## src/rtl/hop_chain_array.sv

```systemverilog
// hop_chain_array
//
// Multi-channel register-hop pipeline. NCH independent channels, each DEPTH
// stages deep and W bits wide. Every stage carries a data word and a valid
// bit. Channels share a shift enable and a flush engine that drains every
// chain with zeros. Each channel also has a synchronous clear and an
// occupancy counter.
//
// Optional feature, macro HOP_CHAIN_PARITY_EN:
//   Each stage also carries an even-parity bit computed from start.
//   The extra output par_err flags a parity mismatch on a valid output word.
//
// Ports:
//   clock0    in   1        clock, rising edge
//   rst1      in   1        asynchronous active-high reset
//   en        in   1        shift enable (all channels advance one stage)
//   start     in   NCH*W    per-channel input data, channel c = start[c*W +: W]
//   in_valid  in   NCH      per-channel input valid
//   clr       in   NCH      per-channel synchronous clear
//   flush     in   1        single-cycle flush request
//   busy      out  1        high while the flush is draining
//   out_data  out  NCH*W    last-stage data per channel
//   out_valid out  NCH      last-stage valid per channel
//   fill      out  NCH*CW   valid-stage count per channel, 0..DEPTH
//   par_err   out  NCH      (HOP_CHAIN_PARITY_EN only) parity mismatch flag
module hop_chain_array #(
    parameter  int NCH   = 4,
    parameter  int DEPTH = 3,
    parameter  int W     = 1,
    localparam int CW    = $clog2(DEPTH + 1)
) (
    input  logic              clock0,
    input  logic              rst1,
    input  logic              en,
    input  logic [NCH*W-1:0]  start,
    input  logic [NCH-1:0]    in_valid,
    input  logic [NCH-1:0]    clr,
    input  logic              flush,
    output logic              busy,
    output logic [NCH*W-1:0]  out_data,
    output logic [NCH-1:0]    out_valid,
`ifdef HOP_CHAIN_PARITY_EN
    output logic [NCH*CW-1:0] fill,
    output logic [NCH-1:0]    par_err
`else
    output logic [NCH*CW-1:0] fill
`endif
);

    typedef enum logic [0:0] {
        ST_IDLE  = 1'b0,
        ST_FLUSH = 1'b1
    } state_t;

    state_t        state_reg, state_next;
    logic [CW-1:0] cnt_reg, cnt_next;
    logic          shift_en;   // all channels advance on this edge
    logic          drain;      // inject zeros instead of start/in_valid

    // Flush engine: state register
    always_ff @(posedge clock0 or posedge rst1) begin
        if (rst1) begin
            state_reg <= ST_IDLE;
            cnt_reg   <= '0;
        end else begin
            state_reg <= state_next;
            cnt_reg   <= cnt_next;
        end
    end

    // Flush engine: next state and shift control.
    // The edge that accepts a flush request does not shift. The following
    // DEPTH edges each shift a zero in, so every stage ends up empty.
    always_comb begin
        state_next = state_reg;
        cnt_next   = cnt_reg;
        shift_en   = 1'b0;
        drain      = 1'b0;
        case (state_reg)
            ST_IDLE: begin
                if (flush) begin
                    state_next = ST_FLUSH;
                    cnt_next   = CW'(DEPTH);
                end else if (en) begin
                    shift_en = 1'b1;
                end
            end
            ST_FLUSH: begin
                shift_en = 1'b1;
                drain    = 1'b1;
                cnt_next = cnt_reg - CW'(1);
                if (cnt_reg == CW'(1)) begin
                    state_next = ST_IDLE;
                end
            end
            default: begin
                state_next = ST_IDLE;
            end
        endcase
    end

    assign busy = (state_reg == ST_FLUSH);

    genvar gi;
    generate
        for (gi = 0; gi < NCH; gi++) begin : g_ch
            logic [DEPTH-1:0][W-1:0] data_reg;
            logic [DEPTH-1:0]        valid_reg;
            logic [CW-1:0]           fill_reg;
            logic [W-1:0]            in_d;
            logic                    in_v;

            assign in_d = drain ? '0   : start[gi*W +: W];
            assign in_v = drain ? 1'b0 : in_valid[gi];

            always_ff @(posedge clock0 or posedge rst1) begin
                if (rst1) begin
                    data_reg  <= '0;
                    valid_reg <= '0;
                    fill_reg  <= '0;
                end else if (clr[gi]) begin
                    // Clear wins over both a normal shift and a flush drain.
                    data_reg  <= '0;
                    valid_reg <= '0;
                    fill_reg  <= '0;
                end else if (shift_en) begin
                    data_reg  <= {data_reg[DEPTH-2:0], in_d};
                    valid_reg <= {valid_reg[DEPTH-2:0], in_v};
                    // Net change in occupancy is (valid in) - (valid out).
                    // The saturation only guards against an inconsistent state.
                    if (in_v && !valid_reg[DEPTH-1] && (fill_reg != CW'(DEPTH))) begin
                        fill_reg <= fill_reg + CW'(1);
                    end else if (!in_v && valid_reg[DEPTH-1] && (fill_reg != '0)) begin
                        fill_reg <= fill_reg - CW'(1);
                    end
                end
            end

            assign out_data[gi*W +: W] = data_reg[DEPTH-1];
            assign out_valid[gi]       = valid_reg[DEPTH-1];
            assign fill[gi*CW +: CW]   = fill_reg;

`ifdef HOP_CHAIN_PARITY_EN
            logic [DEPTH-1:0] par_reg;
            logic             in_p;
            logic             par_err_reg;

            // Even parity: the stored bit makes the word plus bit have even weight.
            assign in_p = drain ? 1'b0 : (^start[gi*W +: W]);

            always_ff @(posedge clock0 or posedge rst1) begin
                if (rst1) begin
                    par_reg <= '0;
                end else if (clr[gi]) begin
                    par_reg <= '0;
                end else if (shift_en) begin
                    par_reg <= {par_reg[DEPTH-2:0], in_p};
                end
            end

            // Checks the word currently on the outputs. The flag shows one cycle later.
            always_ff @(posedge clock0 or posedge rst1) begin
                if (rst1) begin
                    par_err_reg <= 1'b0;
                end else begin
                    par_err_reg <= valid_reg[DEPTH-1] &&
                                   ((^data_reg[DEPTH-1]) != par_reg[DEPTH-1]);
                end
            end

            assign par_err[gi] = par_err_reg;
`endif
        end
    endgenerate

endmodule
```

## config.mk

```make
export PLATFORM = sky130hd
export DESIGN_NAME = hop_chain_array
export DESIGN_NICKNAME = d
export VERILOG_FILES = /design/src/rtl/hop_chain_array.sv
export SDC_FILE = /design/constraint.sdc
export NUM_CORES = 1
export LEC_CHECK = 0
export ABC_AREA = 1
export CELL_PAD_IN_SITES_DETAIL_PLACEMENT = 1
export CELL_PAD_IN_SITES_GLOBAL_PLACEMENT = 1
export CORE_MARGIN = 4
export CORE_UTILIZATION = 34
export CTS_CLUSTER_DIAMETER = 30
export CTS_CLUSTER_SIZE = 20
export DETAILED_ROUTE_END_ITERATION = 10
export PLACE_DENSITY_LB_ADDON = 0.1
export RECOVER_POWER = 25
export SYNTH_ARGS = -nofsm -noshare
export SYNTH_HDL_FRONTEND = slang
export SYNTH_SLANG_ARGS = --single-unit
```

## constraint.sdc

```tcl
create_clock -name clock0 -period 1 [get_ports clock0]
set_input_delay 0.2 -clock clock0 [delete_from_list [all_inputs] [get_ports clock0]]
set_output_delay 0.2 -clock clock0 [all_outputs]
set_load 0.02 [all_outputs]
```

# Yosys cells after proc, flatten, opt, wreduce, memory -nomap -nowiden
# Index checks and enable logic that the tools add are counted.
[op_classes]
n_addsub = 9
eq_ne = 6
mux = 49
n_bitwise = 1
reduce_logical = 40
[op_table]
columns = ["cell", "n"]
rows = [
  ["3-bit 2-to-1 mux", 16],
  ["2-bit 2-to-1 mux", 17],
  ["1-bit logical AND", 16],
  ["2-bit nonzero test", 8],
  ["1-bit 2-to-1 mux", 13],
  ["3-bit nonzero test", 4],
  ["2-bit inequality test, second input constant", 5],
  ["2-bit by 1-bit subtractor with 2-bit output, second input constant", 5],
  ["2-bit by 1-bit adder with 2-bit output, second input constant", 4],
  ["1-bit logical NOT", 8],
  ["2-bit AND reduction", 4],
  ["1-bit one-hot mux with 2 select lines", 2],
  ["2-bit one-hot mux with 2 select lines", 1],
  ["2-bit by 1-bit == test with 1-bit output, second input constant", 1],
  ["1-bit NOT", 1],
]
[word_totals]
reg_bits = 35
input_bits = 16
output_inout_bits = 17
word_cells = 127

# Logic depth before layout (Yosys ltp)
[logic_depth]
depth_word = 9
depth_mapped = 9
ltp_nobuf = 8

# Worst setup path before layout
# OpenSTA, ideal clock, no wires.
[synth_timing]
kind = "register to register"
start = "reg state_reg, in the netlist busy"
end = "reg g_ch[3].fill_reg[1]"
setup_ps = 118
arrival_time_ps = 1121
required_time_ps = 882
path_slack_ps = -238
stages_incl_launch_ff = 10
n_path_buf = 1
synth_period_minus_slack_ps = 1238
cell_sequence = "dfrtp_1 -> buf_6 -> inv_4 -> nand3_2 -> inv_1 -> nand2_1 -> nand3_2 -> nand2_1 -> nand2_1 -> nand2_1"
[synth_between]
elab_chain_cells = 7
elab_cells_between_ends = 15
classes_between = "mux: 6; bitwise: 1; reduce/logical: 8"
[synth_rtl]
columns = ["element", "line_no", "rtl"]
rows = [
  ["from (decl)", "55", "state_t state_reg, state_next;"],
  ["from (signal assigned)", "66", "state_reg <= state_next;"],
  ["1-bit 2-to-1 mux", "79", "case (state_reg)"],
  ["1-bit 2-to-1 mux", "114", "assign in_v = drain ? 1'b0 : in_valid[gi];"],
  ["1-bit logical AND or 1-bit logical NOT (tied branches)", "131, 133", ""],
  ["1-bit logical AND (on tied branches)", "131, 133", ""],
  ["2-bit 2-to-1 mux or 1-bit logical AND (tied branches)", "131, 133", ""],
  ["2-bit 2-to-1 mux or 3-bit nonzero test (tied branches)", "--", ""],
  ["2-bit 2-to-1 mux or 2-bit AND reduction (tied branches)", "--", ""],
  ["to (signal assigned)", "132", "fill_reg <= fill_reg + CW'(1);"],
  ["to (signal assigned)", "134", "fill_reg <= fill_reg - CW'(1);"],
  ["to (decl)", "109", "logic [CW-1:0] fill_reg;"],
]
# Several ways; a longest one is shown, not always the timed one. The select of a mux whose other input is x is not followed.
# A chain may end at the register's enable or synchronous reset.

# Worst setup path in the final report
[layout_timing]
start = "reg state_reg, in the netlist busy"
end = "reg g_ch[3].valid_reg[1]"
[layout_between]
elab_chain_cells = 3
[layout_rtl]
columns = ["element", "line_no", "rtl"]
rows = [
  ["1-bit NOT", "--", ""],
  ["1-bit one-hot mux with 2 select lines (*)", "79", ""],
  ["2-bit nonzero test (no source line) (*)", "--", ""],
  ["to (signal assigned)", "128", "valid_reg <= {valid_reg[DEPTH-2:0], in_v};"],
  ["to (decl)", "108", "logic [DEPTH-1:0] valid_reg;"],
]
# Mark *: on every way between the ends. The rest lies on a longest branch, timed or not.

==> summary.txt <==
Run status
  • Result of the run: finished with violations
  • Failing checks: setup timing

Timing
  • RSZ-0062 raised after global routing: yes
  • Hold violation count in the final report: 0
  • Fin. max-slew vios: 0
  • Max Freq: approximately 770 MHz
  • Fin crit share: 1.293
  • Setup ws final: -292.7 ps
  • Worst Tran Pin Value: 507.3 ps
  • Minimum clock period: ~1300 ps
  • Final setup vio count: 52
  • Clock Skew: a little under 9 ps
  • Relative slew slack: 0.6618

Synthesis
  • Post-synthesis cell area: around 0.0018 mm²
  • Post-synth EDFFs: 0
  • Synth top area cells: dfrtp_1 (47%), nand2_1 (10%), nand3_1 (9.8%)
  • Synth Instances: 230
  • Sequential cell area fraction in the yosys report: 0.4749
  • Yosys top cell area share: 0.4749
  • Distinct cells, synth: 19
  • Synth Register Bits: 35
  • Synth warn: 0
  • Post-synthesis average cell area: between 8 and 9 µm²
  • Mapped Nets: 247
  • Async SR Flop Fraction: 1.000
  • Synth area leader: dfrtp_1
  • Count leader, synth: nand2_1
  • Main synth FF type: dfrtp_1
  • Post-synth top cells: nand2_1 (50), nand3_1 (36), dfrtp_1 (35)

Placement
  • Post-DP Area: 0.002549 mm²
  • Port bufs: 32
  • Routability cong.: between 0.7 and 0.8
  • Dpl hpwl: ~3.7 mm

CTS
  • CTS tree: yes
  • Worst-Skew Late Latency: between 200 and 300 ps
  • CTS H-tree lvls: 2
  • Cts hold-fix bufs: 0
  • Clk Tree Root Cell: clkbuf_8
  • Clock-pin slew of the registers on the worst-case setup and hold paths: roughly 80 ps
  • Clk sinks: 35
  • Cts bufs inserted: 5
  • Clock buffer depth: 2

Critical path
  • Reg2Reg Setup Slack: -290 ps
  • Cells on worst reg2reg path: 5
  • Crit end category: register
  • Arr. time, crit path: roughly 1500 ps
  • CP Max Fanout: 7
  • CP Class: register to register
  • R2R Path End: g_ch[3].valid_reg[1]
  • Crit path launch type: register
  • Reg2reg start: busy
  • CP Data Required Time: ~1200 ps

GRT
  • First-pass GRT wire length: around 8.6 mm
  • GRT Overall Usage: 0.1686
  • Pin count of the biggest net entering global routing: 36
  • GRT overflow: 0
  • Initial antenna violation count: 0
  • Vias in the first global route: approximately 1800

Drt
  • Iter 0 DRT Violations: 59
  • Post-route antenna net violation count: 0
  • Vias per cell: 4.831
  • DR WL/cell: around 15 µm
  • TritonRoute pass-1 iters: 4
  • DR DRC count: 0
  • Drt total wl: between 5 and 6 mm
  • Via count: 1855

Worst hold path
  • Worst Hold Class: input port to register
  • Worst hold endpoint: g_ch[2].data_reg[0]
  • Hold path cells: 4
  • Hold Path Origin: flush

Finish
  • Fin area: 0.002988 mm²
  • Max reg flops: 12
  • Area delta synth->final: 62.01%
  • Number of fillers in the final layout: about 600
  • Layout cells sized above 1: 0.4395
  • Antenna Cells: 0
  • Fin nets: 330

Run
  • Max Cap Violations: 0

Floorplan
  • CORE AREA: slightly above 0.005 mm²
  • Starting Density: 0.3566
  • Width of the die: around 80 µm
  • # IOs: 33
  • Die area: ~0.0067 mm²
  • Row cnt: 26
  • Die height: 81.65 µm

Pwr
  • Pwr/cell area: approximately 2000 mW/mm²
  • Design Power: 6029 µW
  • Peak supply drop: 1.350 mV
  • Switching Fraction: 0.3957
  • Leakage: 0.001432 µW
  • Internal: 3643 µW
  • Comb pwr share: 0.526
  • Clk pwr share: 0.172
  • Flop pwr share: 0.302
  • Sw Pwr: 2386 µW
layout make-up:
cell class	count	area (µm²)	area share
clock buffer	6	72.57	0.02429
timing repair inverter	1	3.754	0.001256
sequential	35	877.1	0.2936
timing repair buffer	87	827.0	0.2768
multi-input combinational	152	965.9	0.3233
tap	70	87.58	0.02931
clock inverter	2	12.51	0.004188
inverter	31	141.4	0.04732
cell usage in the layout, fill, tap and decap left out, types with 2 or more instances in the layout:
master	synthesis	layout
a21oi_1	2	2
inv_2	1	5
buf_6	2	26
nand2_1	50	43
nand3_4	0	5
nand3_2	6	19
clkdlybuf4s50_1	0	12
nor2_1	20	17
buf_4	9	42
nand3_1	36	18
inv_1	29	24
clkbuf_8	0	5
nand2_2	2	7
buf_12	0	3
dfrtp_1	35	34
nor2_4	3	7
o31ai_2	0	2
o21ai_1	0	17
o21ai_0	25	3
nand2_4	2	4
o21ai_2	0	5
worst max-delay path by stage:
stage	startpoint	to	depth (start not counted)
6_report	busy	g_ch[3].valid_reg[1]	5
5_1_grt	busy	g_ch[3].valid_reg[1]	5
4_1_cts	busy	g_ch[3].fill_reg[0]	9
3_5_place_dp	en	g_ch[3].fill_reg[0]	8
3_3_place_gp	en	g_ch[3].fill_reg[0]	8
2_1_floorplan	busy	g_ch[3].fill_reg[0]	9
power by group through the flow:
stage | registers (µW) | clock network, µW | logic (µW)
CTS | 1810 | 1050 | 2730
detailed placement | 1800 | 0 | 2540
floorplan | 2040 | 0 | 1120
global placement | 1800 | 0 | 2490
finish | 1820 | 1040 | 3170
global route | 1850 | 1130 | 3480
worst max-delay path: stages, from the launching register on:
cell,delay (ps)
dfrtp_2,430
buf_4,170
nor2_4,40
buf_12,140
buf_4,150
o31ai_1,240
routing by layer:
metal / wire (µm) / track usage / vias up / part of all wire
met5: 0 / 0 / - / 0
met2: 3010 / 0.2875 / 28 / 0.52
met1: 2494 / 0.2186 / 915 / 0.43
li1: - / - / 900 / -
met3: 145 / 0.02632 / 12 / 0.025
met4: 131 / 0.05482 / 0 / 0.023
metrics by stage:
stage / worst slack [ps] / utilization / instances / hold slack [ps] / setup TNS [ps]
floorplan: -186.0 / - / 230 / 298.2 / -3936
global placement: -460.9 / 0.4927 / 363 / 496.4 / -14330
detailed placement: -555.4 / 0.4927 / 363 / 497.1 / -16530
CTS: -237.3 / 0.5317 / 376 / 272.9 / -7066
global route: -385.3 / 0.5776 / 384 / 403.1 / -10510
finish: -292.7 / 0.5776 / 384 / 365.8 / -7572
cell families after synthesis:
logic type	after synthesis	share of synthesized area
adders and majority gates	1	0.006783
AOI/OAI and AO/OA	30	0.08548
buffers and inverters	43	0.1160
and+or+nand+nor	121	0.3168
DFF	35	0.4749
timing repair:
action,in CTS,in global routing
endpoints found under the setup margin,52,52
gates cloned,1,1
setup buffers,6,7
gates resized for setup,121,44
pin swaps,2,13
endpoints found under the hold margin,0,0
Note: power is estimated with default switching activity, not from simulation.
